`src/rtl/adder_scheduler_pkg.sv`:
```
// adder_scheduler_pkg: shared constants and state encoding for the adder scheduler.
package adder_scheduler_pkg;
    localparam int ADD_W   = 64;
    localparam int ADD_LAT = 8;
    localparam int CNT_W   = 4;
    typedef enum logic [1:0] {IDLE, BUSY, RESP} state_e;
endpackage

```
`src/rtl/adder_scheduler_adder.sv`:
```
// RecursiveDoubling: parallel-prefix adder; carries pass 8 register stages, sum uses live operands.
module RecursiveDoubling #(
    parameter int W = 64
) (
    input  logic         clk,
    input  logic [W-1:0] a_i,
    input  logic [W-1:0] b_i,
    output logic [W-1:0] s_o,
    output logic         ca_o
);
    localparam int LV = $clog2(W);
    logic [W-1:0] g_q [LV+1];
    logic [W-1:0] p_q [LV+1];
    logic [W-1:0] c_q;
    // Zero-fill on the shifts is correct here since carry-in is always 0.
    always_ff @(posedge clk) begin
        g_q[0] <= a_i & b_i;
        p_q[0] <= a_i ^ b_i;
        for (int l = 0; l < LV; l++) begin
            g_q[l+1] <= g_q[l] | (p_q[l] & (g_q[l] << (1 << l)));
            p_q[l+1] <= p_q[l] & (p_q[l] << (1 << l));
        end
        c_q <= g_q[LV];
    end
    assign s_o  = a_i ^ b_i ^ {c_q[W-2:0], 1'b0};
    assign ca_o = c_q[W-1];
endmodule

```
`src/rtl/adder_scheduler_arb.sv`:
```
// rr_arbiter: combinational round-robin pick, highest priority at last+1.
module rr_arbiter #(
    parameter int NREQ = 4,
    parameter int IDW  = $clog2(NREQ)
) (
    input  logic [NREQ-1:0] req,
    input  logic [IDW-1:0]  last,
    output logic [NREQ-1:0] grant,
    output logic [IDW-1:0]  grant_idx
);
    // Walk from lowest to highest priority so the last hit is the winner.
    always_comb begin
        grant = '0;
        grant_idx = '0;
        for (int k = NREQ; k >= 1; k--) begin
            if (req[(int'(last) + k) % NREQ]) begin
                grant = NREQ'(1) << ((int'(last) + k) % NREQ);
                grant_idx = IDW'((int'(last) + k) % NREQ);
            end
        end
    end
endmodule

```
`src/rtl/adder_scheduler.sv`:
```
// adder_scheduler: round-robin sequencer sharing one pipelined 64-bit adder among NREQ requesters.
module adder_scheduler
    import adder_scheduler_pkg::*;
#(
    parameter int NREQ = 4,
    parameter int IDW  = 2
) (
    input  logic                  clk,
    input  logic                  reset,
    input  logic [NREQ-1:0]       req_valid,
    output logic [NREQ-1:0]       req_ready,
    input  logic [NREQ*ADD_W-1:0] req_a,
    input  logic [NREQ*ADD_W-1:0] req_b,
    output logic                  resp_valid,
    input  logic                  resp_ready,
    output logic [IDW-1:0]        resp_id,
    output logic [ADD_W-1:0]      resp_sum,
    output logic                  resp_carry,
    output logic                  busy
);
    state_e             state_q, state_d;
    logic [CNT_W-1:0]   cnt_q, cnt_d;
    logic [IDW-1:0]     last_q, last_d, op_id_q, op_id_d, resp_id_q, resp_id_d, gidx;
    logic [ADD_W-1:0]   op_a_q, op_a_d, op_b_q, op_b_d, sum_q, sum_d, add_s;
    logic               carry_q, carry_d, add_ca, take;
    logic [NREQ-1:0]    grant;

    rr_arbiter #(.NREQ(NREQ), .IDW(IDW)) u_arb (
        .req(req_valid), .last(last_q), .grant(grant), .grant_idx(gidx)
    );

    // Operand registers are the adder's only source and change only on a grant edge.
    RecursiveDoubling #(.W(ADD_W)) u_add (
        .clk(clk), .a_i(op_a_q), .b_i(op_b_q), .s_o(add_s), .ca_o(add_ca)
    );

    assign take       = !reset && (state_q == IDLE || (state_q == RESP && resp_ready));
    assign req_ready  = take ? grant : '0;
    assign busy       = state_q != IDLE;
    assign resp_valid = state_q == RESP;
    assign resp_id    = resp_id_q;
    assign resp_sum   = sum_q;
    assign resp_carry = carry_q;

    always_comb begin
        state_d   = state_q;
        cnt_d     = cnt_q;
        last_d    = last_q;
        op_id_d   = op_id_q;
        op_a_d    = op_a_q;
        op_b_d    = op_b_q;
        resp_id_d = resp_id_q;
        sum_d     = sum_q;
        carry_d   = carry_q;
        if (state_q == BUSY) begin
            cnt_d = cnt_q + 1'b1;
            if (cnt_q == CNT_W'(ADD_LAT)) begin
                state_d   = RESP;
                sum_d     = add_s;
                carry_d   = add_ca;
                resp_id_d = op_id_q;
            end
        end
        if (state_q == RESP && resp_ready) state_d = IDLE;
        if (take && |req_valid) begin
            state_d = BUSY;
            cnt_d   = '0;
            last_d  = gidx;
            op_id_d = gidx;
            op_a_d  = req_a[gidx*ADD_W +: ADD_W];
            op_b_d  = req_b[gidx*ADD_W +: ADD_W];
        end
    end

    always_ff @(posedge clk) begin
        if (reset) begin
            state_q   <= IDLE;
            cnt_q     <= '0;
            last_q    <= IDW'(NREQ - 1);
            op_id_q   <= '0;
            op_a_q    <= '0;
            op_b_q    <= '0;
            resp_id_q <= '0;
            sum_q     <= '0;
            carry_q   <= 1'b0;
        end else begin
            state_q   <= state_d;
            cnt_q     <= cnt_d;
            last_q    <= last_d;
            op_id_q   <= op_id_d;
            op_a_q    <= op_a_d;
            op_b_q    <= op_b_d;
            resp_id_q <= resp_id_d;
            sum_q     <= sum_d;
            carry_q   <= carry_d;
        end
    end
endmodule

```
`config.mk`:
```
export PLATFORM = sky130hd
export DESIGN_NAME = adder_scheduler
export DESIGN_NICKNAME = d
export VERILOG_FILES = /design/src/rtl/adder_scheduler_pkg.sv /design/src/rtl/adder_scheduler_adder.sv /design/src/rtl/adder_scheduler_arb.sv /design/src/rtl/adder_scheduler.sv
export SDC_FILE = /design/constraint.sdc
export NUM_CORES = 1
export LEC_CHECK = 0
export BUFFER_PORTS_ARGS = -buffer_cell sky130_fd_sc_hd__buf_2
export CAP_MARGIN = 0
export CORE_UTILIZATION = 59
export DETAILED_ROUTE_END_ITERATION = 10
export HOLD_SLACK_MARGIN = 0.06
export PLACE_DENSITY = 0.88
export SLEW_MARGIN = 20
export SYNTH_ARGS = -nofsm -noshare
export SYNTH_HDL_FRONTEND = slang
export SYNTH_HIERARCHICAL = 1
export SYNTH_SLANG_ARGS = --single-unit
```
`constraint.sdc`:
```
create_clock -name clk -period 9.31 [get_ports clk]
set_input_delay 0.931 -clock clk [delete_from_list [all_inputs] [get_ports clk]]
set_output_delay 0.931 -clock clk [all_outputs]
set_load 0.01 [all_outputs]
```
==> flow_metrics.tcl <==
set metrics [dict create \
    run_status "completed" \
    dieArea_sq_um 57500 \
    post_cts_buffers 0 \
    cts_htree_levels 3 \
    slowest_stage "dfxtp_1" \
    timing.hold.ws_ns 0.315 \
    dieHeight_microns 240 \
    clk_path_buf_depth 3 \
    finClkSkew_ns 0.0257 \
    arrival_ns 3.91 \
    viasPerCell 5.99 \
    syn-cell-area_sq_um 33400 \
    max_stage_delay_ns 0.75 \
    fin_nets 3853 \
    period_needed_ns 4.84 \
    post_cts_resized 0 \
    tightestPinTransition_ns 1.06 \
    grt_first_pass_wirelength_microns 151000 \
    period_share 0.520 \
    grt_max_degree 130 \
    slew-limit-headroom 0.293 \
    coreArea_sq_um 55500 \
    fmaxAchievable_mhz 207 \
    vias 24592 \
    clkSinkCount 1038 \
    synth_top_area_frac 0.623 \
    start_kind "flop" \
    drive_above_1_share 0.272 \
    cts_tree "built" \
    p_per_area_nw_per_um2 298 \
    routedWlPerCell_microns 25.2 \
    maxCapViolCount 0 \
    syn_inst 2701 \
    cts_root_buffer "clkbuf_16" \
    layout_commonest_cell "dfxtp_1" \
    fin_setup_tns_ns 0 \
    hold_viol_final 0 \
    hold_path.class "reg2reg" \
    avgSynthCellArea_sq_um 12.4 \
    rsz0062_at_grt "false" \
    vdd_drop_max_mv 0.179 \
    crit_fanout 16 \
    ys_types 44 \
    required_ns 8.38 \
    yosys_warnings 6 \
    antenna_found_initial 24 \
    synthTopCellsByArea "dfxtp_1, mux4_2, a21o_1, and2_1, ha_1" \
    gr-usage-all-layers 0.358 \
    clock_latency_ns 0.65 \
    io_pins 592 \
    dp.final_hpwl_microns 73100 \
    fill_cells 3568 \
    holdBufCountCts 0 \
    routed_wl_microns 104000 \
    drt-pass1-iter-count 6 \
    grt_pass1_vias 24408 \
    synth_seq_area_share 0.623 \
    setup_viol 0 \
    ant_nets 0 \
    crit_type "reg2out" \
    path_cells "inv_1 > ha_1 > mux4_2 > nand4b_1 > a41oi_1 > and3_1 > buf_2" \
    row_count 86 \
    yosys_register_bits 1038 \
    start_util 0.601 \
    yosysTopAreaCell "dfxtp_1" \
    path_clk_slew_ns 0.07 \
    drc 0 \
    gp_congestion 0.933 \
    p_leak_nw 19.5 \
    endpoint_kind "output port" \
    maxSlewViolCount 0 \
    cts_buffers 93 \
    synth_fp_nets 3292 \
    most-common-layout-cells "dfxtp_1, buf_2, a21o_1" \
    grt_overflow 0 \
    syn_to_final_growth_pct 20.0 \
    drtIter0Drc 2852 \
    portBuffers 591 \
    die_x_microns 240 \
]
==> synth_stat cells <==
| library cell | instances |
|---|---|
| and3b_1 | 1 |
| or2_2 | 1 |
| inv_1 | 5 |
| mux2i_1 | 4 |
| or4_1 | 1 |
| nand4_1 | 130 |
| xnor2_1 | 1 |
| a31o_2 | 1 |
| nor2_1 | 8 |
| o21ai_1 | 101 |
| mux4_2 | 129 |
| nand4b_1 | 4 |
| clkbuf_2 | 2 |
| clkbuf_1 | 75 |
| and3_1 | 4 |
| nand2b_1 | 4 |
| xor2_1 | 64 |
| or3b_2 | 1 |
| buf_1 | 3 |
| o211ai_1 | 3 |
| buf_2 | 42 |
| buf_4 | 17 |
| buf_6 | 3 |
| o21ai_0 | 102 |
| a21oi_1 | 73 |
| nor3_4 | 1 |
| nor3_1 | 3 |
| mux2_2 | 3 |
| nand2_1 | 134 |
| nor2b_1 | 3 |
| mux2i_2 | 1 |
| or2_4 | 1 |
| ha_1 | 72 |
| a21o_1 | 321 |
| a31oi_1 | 1 |
| or3_1 | 1 |
| and2_1 | 258 |
| a211oi_1 | 1 |
| o31ai_1 | 2 |
| nand3b_1 | 4 |
| dfxtp_1 | 1038 |
| nand3_1 | 73 |
| nor4_2 | 1 |
| a41oi_1 | 4 |
==> metal layers <==
| layer | up-vias | wire length [microns] | share of wire | GRT usage |
|---|---|---|---|---|
| met5 | - | 195 | 0.0019 | 0.0398 |
| met4 | 8 | 4950 | 0.048 | 0.172 |
| met3 | 273 | 11100 | 0.11 | 0.103 |
| met2 | 1544 | 48300 | 0.47 | 0.567 |
| met1 | 12039 | 39000 | 0.38 | 0.446 |
| li1 | 10728 | - | - | - |
==> worst max-delay path, delay by kind of cell (launching register included) <==
family,cells,cell delay (ns)
buffers and inverters,2,0.34
AND/OR/NAND/NOR,2,0.56
adder cells (fa/ha/maj),1,0.43
flip-flops,1,0.75
multiplexers,1,0.63
AO/OA/AOI/OAI,1,0.56
==> cells by family after synthesis <==
logic type,after synthesis,share of synthesized area
AOI/OAI and AO/OA,609,0.116
xor gates and xnor gates,65,0.0171
adders and majority gates,72,0.0270
buffers and inverters,147,0.0208
DFF,1038,0.623
muxes,137,0.0897
and+or+nand+nor,633,0.106
==> registers in the layout, indices dropped and copies added, names as in the netlist, 4 cells and up <==
register and cells:
op_a_q 64, resp_sum 64, u_add/c_q 64, op_b_q 64, u_add/p_q 321, cnt_q 4, u_add/g_q 448
==> path summary, 6_finish.rpt <==
path / slack [ns] / cells after the start / end / startpoint
worst max-delay path: 4.47 / 7 / req_ready[3] / last_q[0]
worst max register to register: 4.51 / 11 / op_a_q[3] / last_q[0]
worst min-delay path: 0.31 / 0 / u_add/c_q[30] / u_add/g_q[6][30]
worst min register to register: 0.31 / 0 / u_add/c_q[30] / u_add/g_q[6][30]
==> layout make-up <==
| type | instances | area, sq um | area share |
|---|---|---|---|
| Antenna cell | 18 | 45.0 | 0.00112 |
| Clock buffer | 137 | 2750 | 0.0688 |
| Clock inverter | 34 | 419 | 0.0105 |
| Inverter | 5 | 21.3 | 0.000531 |
| Multi-Input combinational cell | 1516 | 12000 | 0.299 |
| Sequential cell | 1038 | 20800 | 0.519 |
| Tap cell | 748 | 936 | 0.0234 |
| Timing Repair Buffer | 608 | 3130 | 0.0783 |
==> power by group <==
part	switching, mW	internal, mW
Clock	1.68	2.23
Combinational	1.07	1.06
Sequential	0.641	5.24
==> stage by stage <==
stage	power [mW]	cells	worst slack [ns]	instance area, sq um	util
2_1_floorplan	7.12	2701	6.05	33400	-
3_3_place_gp	7.89	3914	4.68	36800	0.663
3_5_place_dp	7.95	3914	4.56	36800	0.663
4_1_cts	11.9	4085	4.54	40000	0.720
5_1_grt	12.3	4097	4.12	40000	0.721
6_report	11.9	4104	4.47	40000	0.721
(Power assumes the default switching activity.)
